File: src/rtl/aes_core_arbiter.sv
// Round-robin arbiter sharing one combinational AES-128 core between two requesters.
// Optional performance counters are enabled with `define AES_ARB_PERF_EN.
module aes_core_arbiter #(
    parameter int SETTLE_CYCLES = 4
) (
    input  logic         clk,
    input  logic         rst,
    input  logic         req0_valid,
    output logic         req0_ready,
    input  logic [127:0] req0_plaintext,
    input  logic [127:0] req0_key,
    input  logic         req1_valid,
    output logic         req1_ready,
    input  logic [127:0] req1_plaintext,
    input  logic [127:0] req1_key,
    output logic         rsp_valid,
    input  logic         rsp_ready,
    output logic [127:0] rsp_ciphertext,
    output logic         rsp_id,
    output logic [127:0] core_plaintext,
    output logic [127:0] core_key,
    input  logic [127:0] core_ciphertext,
    output logic         busy
`ifdef AES_ARB_PERF_EN
    ,
    output logic [15:0]  perf_done0,
    output logic [15:0]  perf_done1,
    output logic [15:0]  perf_stall
`endif
);

    typedef enum logic [1:0] {
        IDLE   = 2'd0,
        SETTLE = 2'd1,
        RESP   = 2'd2
    } state_t;

    localparam logic [7:0] CNT_LOAD = 8'(SETTLE_CYCLES - 1);

    state_t     state;
    state_t     state_next;
    logic [7:0] cnt;
    logic       prio;
    logic       id_q;
    logic       accept;
    logic       grant_id;

    // prio names the requester that wins a tie; it flips away from each granted requester.
    always_comb begin
        state_next = state;
        req0_ready = 1'b0;
        req1_ready = 1'b0;
        accept     = 1'b0;
        grant_id   = 1'b0;
        case (state)
            IDLE: begin
                if (req0_valid && (!req1_valid || !prio)) begin
                    req0_ready = 1'b1;
                    accept     = 1'b1;
                    grant_id   = 1'b0;
                    state_next = SETTLE;
                end else if (req1_valid) begin
                    req1_ready = 1'b1;
                    accept     = 1'b1;
                    grant_id   = 1'b1;
                    state_next = SETTLE;
                end
            end
            SETTLE: begin
                if (cnt == 8'd0) begin
                    state_next = RESP;
                end
            end
            RESP: begin
                if (rsp_ready) begin
                    state_next = IDLE;
                end
            end
            default: state_next = IDLE;
        endcase
    end

    assign rsp_valid = (state == RESP);
    assign busy      = (state != IDLE);

    always_ff @(posedge clk) begin
        if (rst) begin
            state          <= IDLE;
            cnt            <= 8'd0;
            prio           <= 1'b0;
            id_q           <= 1'b0;
            core_plaintext <= '0;
            core_key       <= '0;
            rsp_ciphertext <= '0;
            rsp_id         <= 1'b0;
        end else begin
            state <= state_next;
            if (accept) begin
                core_plaintext <= grant_id ? req1_plaintext : req0_plaintext;
                core_key       <= grant_id ? req1_key : req0_key;
                id_q           <= grant_id;
                prio           <= ~grant_id;
                cnt            <= CNT_LOAD;
            end
            // The core output is only trusted once the inputs have been stable for the full window.
            if (state == SETTLE) begin
                if (cnt != 8'd0) begin
                    cnt <= cnt - 8'd1;
                end else begin
                    rsp_ciphertext <= core_ciphertext;
                    rsp_id         <= id_q;
                end
            end
        end
    end

`ifdef AES_ARB_PERF_EN
    always_ff @(posedge clk) begin
        if (rst) begin
            perf_done0 <= 16'd0;
            perf_done1 <= 16'd0;
            perf_stall <= 16'd0;
        end else if (state == RESP) begin
            if (rsp_ready) begin
                if (rsp_id) begin
                    perf_done1 <= perf_done1 + 16'd1;
                end else begin
                    perf_done0 <= perf_done0 + 16'd1;
                end
            end else if (perf_stall != 16'hFFFF) begin
                perf_stall <= perf_stall + 16'd1;
            end
        end
    end
`endif

endmodule
File: config.mk
export PLATFORM = sky130hd
export DESIGN_NAME = aes_core_arbiter
export DESIGN_NICKNAME = d
export VERILOG_FILES = /design/src/rtl/aes_core_arbiter.sv
export SDC_FILE = /design/constraint.sdc
export NUM_CORES = 1
export LEC_CHECK = 0
export BUFFER_PORTS_ARGS = -buffer_cell sky130_fd_sc_hd__buf_2
export CORE_AREA = 2 2 404 406
export DETAILED_ROUTE_END_ITERATION = 10
export DIE_AREA = 0 0 406 408
export PLACE_DENSITY_LB_ADDON = 0.25
export SETUP_SLACK_MARGIN = 0.5
export SLEW_MARGIN = 20
export SYNTH_ARGS = -nofsm -noshare
export SYNTH_HDL_FRONTEND = slang
export SYNTH_SLANG_ARGS = --single-unit
export TNS_END_PERCENT = 10
File: constraint.sdc
create_clock -name clk -period 1.9 [get_ports clk]
set_input_delay 0 -clock clk [delete_from_list [all_inputs] [get_ports clk]]
set_output_delay 0 -clock clk [all_outputs]
set_load 0.005 [all_outputs]
==> results of run 1 <==
[flip-flops by register name, summed over array words and instances (netlist names)]
name            flops
core_plaintext    128
rsp_id              1
id_q                1
prio                1
cnt                 8
state               2
rsp_ciphertext    128
core_key          128
[cells by family (layout without fill, tap and decap cells)]
group                      count (synthesis)  count (layout)
AOI/OAI and AO/OA                        404             404
xor gates and xnor gates                   1               1
adders and majority gates                  2               2
buffers and inverters                    163            1881
DFF                                      397             397
other                                      0              24
and+or+nand+nor                          553             553
[how the worst max path moves through the flow]
stage,from,endpoint,slack (ns),cells after the start
2_1_floorplan,cnt[0]$_SDFF_PP0_,rsp_ciphertext[0]$_SDFFE_PP0P_,0.20,8
3_3_place_gp,cnt[0]$_SDFF_PP0_,rsp_ciphertext[43]$_SDFFE_PP0P_,-0.07,9
3_5_place_dp,cnt[0]$_SDFF_PP0_,rsp_ciphertext[48]$_SDFFE_PP0P_,-0.09,9
4_1_cts,cnt[0]$_SDFF_PP0_,rsp_ciphertext[28]$_SDFFE_PP0P_,-0.03,8
5_1_grt,cnt[0]$_SDFF_PP0_,rsp_ciphertext[6]$_SDFFE_PP0P_,-0.10,8
6_report,cnt[0]$_SDFF_PP0_,rsp_ciphertext[1]$_SDFFE_PP0P_,0.03,8
[where the power goes]
part / leakage, nW / switching [mW] / internal (mW) / total (mW)
Combinational: 9.40 / 5.02 / 4.64 / 9.66
Sequential: 3.25 / 0.749 / 9.62 / 10.4
Clock: 0.847 / 4.05 / 6.21 / 10.3
Total: 13.5 / 9.82 / 20.5 / 30.3
[repair_timing]
| item | CTS | global route |
|---|---|---|
| endpoints found under the hold margin | 394 | 0 |
| buffers inserted | 6 | 2 |
| gates cloned | 1 | 0 |
| gates resized for setup | 32 | 21 |
| setup endpoints to repair | 400 | 400 |
| pin swaps | 130 | 168 |
| hold buffers | 644 | 0 |
[final cells by class]
class	count	area [um^2]
clock inverters	14	206.4
multi-input cells	960	5597
inverters	5	18.77
repair buffers	1781	12900
fillers	18200	130700
well taps	2175	2721
clock buffers	81	1541
diodes	24	60.06
flip-flops and latches	397	7953
[metal layers]
layer | part of all wire (%) | vias up | global-route usage (%)
met5 | 0.086 | - | 0
li1 | - | 9086 | -
met1 | 41 | 9470 | 14.89
met4 | 3.4 | 14 | 4.346
met3 | 7.8 | 211 | 3.157
met2 | 48 | 969 | 21.15
[stage by stage]
| stage | TNS (ns) | area (um^2) | setup WS [ns] | hold slack (ns) |
|---|---|---|---|---|
| final | 0 | 31000 | 0.02826 | 0.1765 |
| after global routing | -6.948 | 30970 | -0.1033 | 0.1400 |
| after CTS | -0.4530 | 30850 | -0.02855 | 0.1005 |
| after detailed placement | -2.619 | 22430 | -0.08845 | 0.2471 |
| after global placement | -1.022 | 22430 | -0.06751 | 0.2407 |
| after floorplan | 0 | 14190 | 0.2030 | 0.1360 |
[critical path, delay by kind of cell (launching register included)]
family / cells / cell delay [ns]
simple gates: 3 / 0.72
buf+inv: 3 / 0.43
flops: 1 / 0.32
fa+ha+maj: 1 / 0.13
compound gates: 1 / 0.12
[cells in the mapped netlist, drive strengths merged]
cell type	count
dfxtp	397
nor2	263
nand2	261
a222oi	256
a21oi	135
clkbuf	103
buf	55
nor3	7
nand2b	6
inv	5
o21ai	4
and3	3
o211ai	3
or3	3
ha	2
nand3	2
nor2b	2
o21a	2
a2111oi	1
a211oi	1
a31o	1
nand4b	1
nor3b	1
nor4	1
nor4b	1
o311ai	1
or4	1
or4b	1
xor2	1
==> run_results.csv, run 1 <==
group,metric,value,unit
run_status,outcome,"finished with violations",
run_status,violations_in_the_final_reports,"DRC",
clock_network,tritoncts.num_buffers,53,
synthesis,synth.ff_latch_count,397,
place,place_congestion,0.8224,
clock_network,tritoncts_sink_count,397,
worst_hold_path,end_point_of_the_most_critical_hold_path,"rsp_ciphertext[87]$_SDFFE_PP0P_",
finish,post_route_cells_drive_above_1_share,38.08,%
timing,grt_setup_unrepaired,"yes",
timing,maxSlewHeadroom,49.38,%
timing,period_needed,1.872,ns
synthesis,largest_family_of_logic_cells_by_synthesized_area,"compound AO/OA/AOI/OAI gates",
place,placedCellCount,4665,
synthesis,post_synthesis_area_per_instance,9.326,um^2
timing,worstMarginPinSlew,0.7593,ns
floorplanning,initial_core_util,8.768,%
finish,final_core_util,19.18,%
job,timing.max_cap.violations,0,
finish,fin_cells,5437,
timing,layout_worst_path_cycle_share,98.51,%
worst_setup_path,worst_r2r_startpoint,"cnt[0]$_SDFF_PP0_",
worst_setup_path,required,2.42,ns
timing,timing.final.setup_violations,0,
synthesis,post_synth_instance_area,0.01417,mm^2
clock_network,clk_root_buffer_cell,"clkbuf_16",
synthesis,synth_compound_area_share,23.51,%
clock_network,cts_tree,"yes",
worst_setup_path,crit_path_cell_trace,"inv_2, ha_4, or4b_4, nor3_4, buf_12, buf_12, nand2_1, a21oi_1",
power_and_ir_drop,power_per_cell_area,977.1,mW/mm^2
floorplanning,core.rowCount,148,
synthesis,multiplexer_share_of_the_synthesized_area,0,%
power_and_ir_drop,total_leakage_power,13.50,nW
timing,finalHoldViolations,0,
worst_hold_path,hp-start,"core_ciphertext[87]",
synthesis,syn_nets,2167,
worst_setup_path,cp_common_cell,"buf_12",
worst_setup_path,critical_path_class,"reg2reg",
clock_network,number_of_h_tree_branching_levels,2,
worst_hold_path,min_path_cells,4,
clock_network,cts_max_path_buffers,3,
synthesis,synth_cell_types,34,
finish,layout.cells.most_common_list,"1,030 x buf_2, 644 x dlygate4sd3_1, 393 x dfxtp_1",
power_and_ir_drop,maximum_vdd_drop,635.6,uV
global_routing,grt_start_max_net_pins,76,
floorplanning,core_area,0.1617,mm^2
place,portBuffers,1033,
synthesis,xor_xnor_share_of_the_synthesized_area,0.06179,%
synthesis,seq_area_frac_synth,56.07,%
worst_setup_path,kind_of_start_point_of_the_critical_path,"flip-flop",
global_routing,global_route_wire_length_before_repair,147800,um
timing,slew_viol_final,0,
finish,syn2layout_area_growth,118.7,%
timing,timing.fmax,0.5343,GHz
power_and_ir_drop,design_power_total,30.29,mW
synthesis,post_synth_main_area_contributors,"dfxtp_1 56%, a222oi_1 18%, nor2_1 7.0%, nand2_1 6.9%, a21oi_1 4.8%",
floorplanning,horizontal_die_dimension,406,um
global_routing,global_route.usage.total,12.38,%
detailed_routing,drc_errors,15,
synthesis,yosysTopAreaCell,"dfxtp_1",
synthesis,yosys.area.top_type_share,56.07,%
worst_setup_path,crit_arrival,2.39,ns
detailed_routing,totalWireLength,108700,um
detailed_routing,dr.pass1.iters,11,
detailed_routing,drt.antenna.violating_nets,0,
detailed_routing,via_count,19750,
synthesis,syn-instance-count,1520,
worst_setup_path,worst-path-max-fanout,23,
detailed_routing,drt-initial-drc-count,1926,
worst_setup_path,cp_slowest_stage_delay,0.48,ns
global_routing,initial_antenna_violation_count,58,
floorplanning,boundaryPins,1034,
clock_network,cts.clk_slew.worst_paths,0.06,ns
worst_setup_path,worst_reg2reg_path_endpoint,"rsp_ciphertext[1]$_SDFFE_PP0P_",
clock_network,clkLatencyLatePin,0.62,ns
synthesis,synth_adder_area_share,0.1765,%
detailed_routing,wl_per_cell,20.00,um
global_routing,grt_pass1_vias,20010,
floorplanning,die_area,0.1656,mm^2
timing,clock_skew,0.02758,ns
worst_hold_path,hold_path.class,"in2reg",
finish,most_frequent_standard_cell_in_the_layout_excluding_fill_and_tap_cells,"buf_2",
place,hpwl,86170,um
worst_setup_path,critPathSlowestCell,"or4b_4",
finish,finish.net_count,3845,
detailed_routing,per_cell_via_count_in_the_routed_design,3.633,
worst_setup_path,worstRegToRegCells,8,
synthesis,ys.warnings.count,0,
floorplanning,fp.dieH,408,um
worst_setup_path,reg2reg_slack,0.03,ns
global_routing,grt_overflow,0,
synthesis,area_share_of_and_or_nand_nor_cells_after_synthesis,15.22,%
worst_setup_path,end_kind,"flip-flop",
No activity file was read; power rests on OpenSTA's default activity.
==> run 2: changes to the inputs <==
--- a/config.mk
+++ b/config.mk
@@ -6,9 +6,10 @@
 export NUM_CORES = 1
 export LEC_CHECK = 0
 export BUFFER_PORTS_ARGS = -buffer_cell sky130_fd_sc_hd__buf_2
-export CORE_AREA = 2 2 404 406
+export CORE_AREA = 2 2 400 402
+export CTS_BUF_LIST = sky130_fd_sc_hd__clkbuf_2 sky130_fd_sc_hd__clkbuf_4 sky130_fd_sc_hd__clkbuf_8
 export DETAILED_ROUTE_END_ITERATION = 10
-export DIE_AREA = 0 0 406 408
+export DIE_AREA = 0 0 402 404
 export PLACE_DENSITY_LB_ADDON = 0.25
 export SETUP_SLACK_MARGIN = 0.5
 export SLEW_MARGIN = 20
==> run 2 against run 1 <==
The flow now stops in 4_1_cts. Synthesized cell count did not move. Area after synthesis did not move.
==> run_results.csv, run 2 <==
group,metric,value,unit
run_status,outcome,"did not finish",
run_status,stop_stage,"4_1_cts",
run_status,error_message,"[ERROR RSZ-0060] Max buffer count reached.",
floorplanning,boundaryPins,1034,
synthesis,synthMostInstantiatedCell,"dfxtp_1",
synthesis,ys_async_sr_fraction,0,%
clock_network,postCtsSetupBuffers,11,
clock_network,tritoncts_sink_count,397,
place,portBuffers,1033,
place,dpl_cell_area,0.02244,mm^2
clock_network,hold_buffers,945,
clock_network,number_of_h_tree_branching_levels,3,
floorplanning,initial_core_util,8.981,%
synthesis,synth_cell_types,34,
synthesis,yosysTopAreaCell,"dfxtp_1",
place,hpwl,83830,um
synthesis,syn_nets,2167,
floorplanning,horizontal_die_dimension,402,um
synthesis,synth.ff_latch_count,397,
clock_network,clk_root_buffer_cell,"clkbuf_8",
synthesis,synth_flop_cell,"dfxtp_1",
synthesis,yosys.area.top_type_share,56.07,%
synthesis,post_synthesis_area_per_instance,9.326,um^2
floorplanning,core.rowCount,146,
place,place_congestion,0.8026,
floorplanning,fp.dieH,404,um
synthesis,ys.warnings.count,0,
synthesis,post_synth_main_area_contributors,"dfxtp_1 56%, a222oi_1 18%, nor2_1 7.0%, nand2_1 6.9%, a21oi_1 4.8%",
synthesis,post_synth_instance_area,0.01417,mm^2
clock_network,cts_max_path_buffers,3,
synthesis,synth.cells.most_frequent,"397 x dfxtp_1, 263 x nor2_1, 261 x nand2_1, 256 x a222oi_1, 135 x a21oi_1",
synthesis,seq_area_frac_synth,56.07,%
clock_network,cts_resized,27,
synthesis,syn-instance-count,1520,
clock_network,tritoncts.num_buffers,79,
synthesis,synth-edff-count,0,
[run 2: cell counts after synthesis]
Identical to the previous run, type by type.
[run 2: cells by family after synthesis]
| family | Yosys count | share of synthesized area, % |
|---|---|---|
| compound gates | 404 | 23.51 |
| fa+ha+maj | 2 | 0.1765 |
| flops | 397 | 56.07 |
| xor+xnor | 1 | 0.06180 |
| buf+inv | 163 | 4.961 |
| simple gates | 553 | 15.22 |
[run 2: through the flow]
stage                     setup slack [ns]  std cells
after floorplan                     0.2030       1520
after global placement            -0.01953       4577
after detailed placement          -0.04579       4577
==> run 3: changes to the inputs <==
==> config.mk (replaced) <==
export PLATFORM = sky130hd
export DESIGN_NAME = aes_core_arbiter
export DESIGN_NICKNAME = d
export VERILOG_FILES = /design/src/rtl/aes_core_arbiter.sv
export SDC_FILE = /design/constraint.sdc
export NUM_CORES = 1
export LEC_CHECK = 0
export BUFFER_PORTS_ARGS = -buffer_cell sky130_fd_sc_hd__buf_2
export CORE_AREA = 2 2 401 403
export DETAILED_ROUTE_END_ITERATION = 10
export DIE_AREA = 0 0 403 405
export PLACE_DENSITY_LB_ADDON = 0.15
export SLEW_MARGIN = 20
export SYNTH_ARGS = -nofsm -noshare
export SYNTH_HDL_FRONTEND = slang
export SYNTH_SLANG_ARGS = --single-unit
export TNS_END_PERCENT = 10
==> run 3 against run 2 <==
The run now ends clean.
==> run_results.csv, run 3 (synthesis results as in run 1) <==
group,metric,value,unit
timing,clock_skew,0.02207,ns
detailed_routing,detailed_route_wirelength_on_metal2,52420,um
timing,worstMarginPinSlew,0.7563,ns
timing,tns,0,ns
finish,finish.net_count,3855,
finish,post-route-cell-area,0.03097,mm^2
floorplanning,initial_core_util,8.899,%
clock_network,clk_root_buffer_cell,"clkbuf_16",
power_and_ir_drop,maximum_vdd_drop,582.1,uV
worst_setup_path,crit_path_cell_trace,"inv_2, ha_4, or4b_4, nor3_4, buf_6, buf_12, buf_12, nand2_1, a21oi_1",
floorplanning,core_area,0.1593,mm^2
clock_network,cts_tree,"yes",
detailed_routing,wl_met1,43230,um
finish,syn2layout_area_growth,118.5,%
finish,fin_cells,5350,
finish,biggestRegsByFlops,"core_key (128), core_plaintext (128), rsp_ciphertext (128)",
clock_network,tritoncts.num_buffers,56,
worst_setup_path,cp_common_cell,"buf_12",
finish,layout.cells.most_common_list,"1,032 x buf_2, 644 x dlygate4sd3_1, 394 x dfxtp_1",
power_and_ir_drop,design_power_total,30.51,mW
worst_setup_path,end_kind,"flip-flop",
timing,timing.fmax,0.5276,GHz
worst_setup_path,cpLargestDelayFamily,"simple AND/OR/NAND/NOR gates",
worst_setup_path,cp_slowest_stage_delay,0.47,ns
timing,period_needed,1.895,ns
detailed_routing,dr.pass1.iters,10,
detailed_routing,wl_per_cell,20.09,um
timing,maxSlewHeadroom,49.58,%
timing,timing.final.setup_violations,0,
place,dpl_cell_area,0.02236,mm^2
clock_network,cts_max_path_buffers,3,
global_routing,grt_start_max_net_pins,77,
place,place_congestion,0.8115,
place,placedCellCount,4581,
global_routing,grt_pass1_vias,20010,
detailed_routing,highest_layer,"met5",
floorplanning,die_area,0.1632,mm^2
worst_setup_path,required,2.45,ns
detailed_routing,route.met3.wl,8461,um
global_routing,initial_antenna_violation_count,40,
detailed_routing,per_cell_via_count_in_the_routed_design,3.649,
place,portBuffers,1033,
global_routing,grt_overflow,0,
timing,slew_viol_final,0,
floorplanning,horizontal_die_dimension,403,um
finish,most_frequent_standard_cell_in_the_layout_excluding_fill_and_tap_cells,"buf_2",
worst_setup_path,critical_path_class,"reg2reg",
detailed_routing,drt-initial-drc-count,1852,
detailed_routing,drc_errors,0,
power_and_ir_drop,total_leakage_power,13.57,nW
floorplanning,fp.dieH,405,um
finish,post_route_cells_drive_above_1_share,39.03,%
detailed_routing,totalWireLength,107500,um
worst_hold_path,hold_path.class,"in2reg",
worst_setup_path,worst-path-max-fanout,22,
timing,finalHoldViolations,0,
finish,filler_cell_count,17960,
timing,grt_setup_unrepaired,"yes",
worst_setup_path,critPathBufInv,4,
place,hpwl,82890,um
clock_network,cts.clk_slew.worst_paths,0.05,ns
timing,layout_worst_path_cycle_share,99.76,%
power_and_ir_drop,power_per_cell_area,985.3,mW/mm^2
job,timing.max_cap.violations,0,
global_routing,global_route_wire_length_before_repair,146400,um
worst_setup_path,crit_arrival,2.44,ns
floorplanning,boundaryPins,1034,
clock_network,tritoncts_sink_count,397,
global_routing,global_route.usage.total,12.29,%
run_status,outcome,"finished clean",
clock_network,number_of_h_tree_branching_levels,2,
detailed_routing,drt.antenna.violating_nets,0,
worst_setup_path,kind_of_start_point_of_the_critical_path,"flip-flop",
floorplanning,core.rowCount,147,
detailed_routing,via_count,19520,
worst_setup_path,critPathSlowestCell,"or4b_4",
clock_network,clkLatencyLatePin,0.63,ns
## run 3: power breakdown
| part | internal, mW | leakage [nW] | switching, mW |
|---|---|---|---|
| registers | 9.62 | 3.25 | 0.736 |
| clock network | 6.18 | 0.867 | 4.29 |
| logic | 4.59 | 9.45 | 5.09 |
## run 3: cell type report
class | instances | area [um^2] | area share [%]
Clock inverter | 12 | 122.6 | 0.3959
Tap cell | 2086 | 2610 | 8.428
Antenna cell | 18 | 45.04 | 0.1454
Sequential cell | 397 | 7954 | 25.68
Clock buffer | 84 | 1648 | 5.321
Timing Repair Buffer | 1788 | 12880 | 41.58
Multi-Input combinational cell | 960 | 5693 | 18.38
Inverter | 5 | 18.77 | 0.06060
## run 3: worst reg2reg max path, stage by stage, from the launching register on
cell     delay [ns]
dfxtp_2        0.32
inv_2          0.07
ha_4           0.12
or4b_4         0.47
nor3_4         0.16
buf_6          0.13
buf_12         0.15
buf_12         0.19
nand2_1        0.08
a21oi_1        0.12
## run 3: per-layer routing
layer | track usage (%) | up-vias
met5 | 0 | -
met4 | 4.146 | 18
met3 | 3.430 | 181
met2 | 20.98 | 920
met1 | 14.75 | 9306
li1 | - | 9097
## run 3: worst paths after layout
kind / startpoint / endpoint / slack, ns / cells after the start
worst max-delay path: cnt[0]$_SDFF_PP0_ / rsp_ciphertext[73]$_SDFFE_PP0P_ / 0.005 / 9
worst min-delay path: req1_key[113] / core_key[113]$_SDFFE_PP0P_ / 0.16 / 4
worst max register to register: cnt[0]$_SDFF_PP0_ / rsp_ciphertext[73]$_SDFFE_PP0P_ / 0.005 / 9
worst min register to register: rsp_ciphertext[108]$_SDFFE_PP0P_ / rsp_ciphertext[108]$_SDFFE_PP0P_ / 0.45 / 2
## run 3: per-stage QoR
stage                     utilization (%)  setup slack (ns)  hold slack, ns
after CTS                           19.25         0.0002169         0.07912
after global placement              14.04          -0.06970          0.2410
final                               19.44          0.004551          0.1587
after floorplan                         -            0.1946          0.1360
after global routing                19.43           -0.1178          0.1248
after detailed placement            14.04          -0.04643          0.2471
## run 3: timing repair
action | CTS | global route
setup endpoints to repair | 123 | 151
gates resized for setup | 6 | 47
hold endpoints to repair | 393 | 0
cloned | 1 | 2
setup buffers | 2 | 5
pin swaps | 3 | 5
hold buffers | 645 | 0
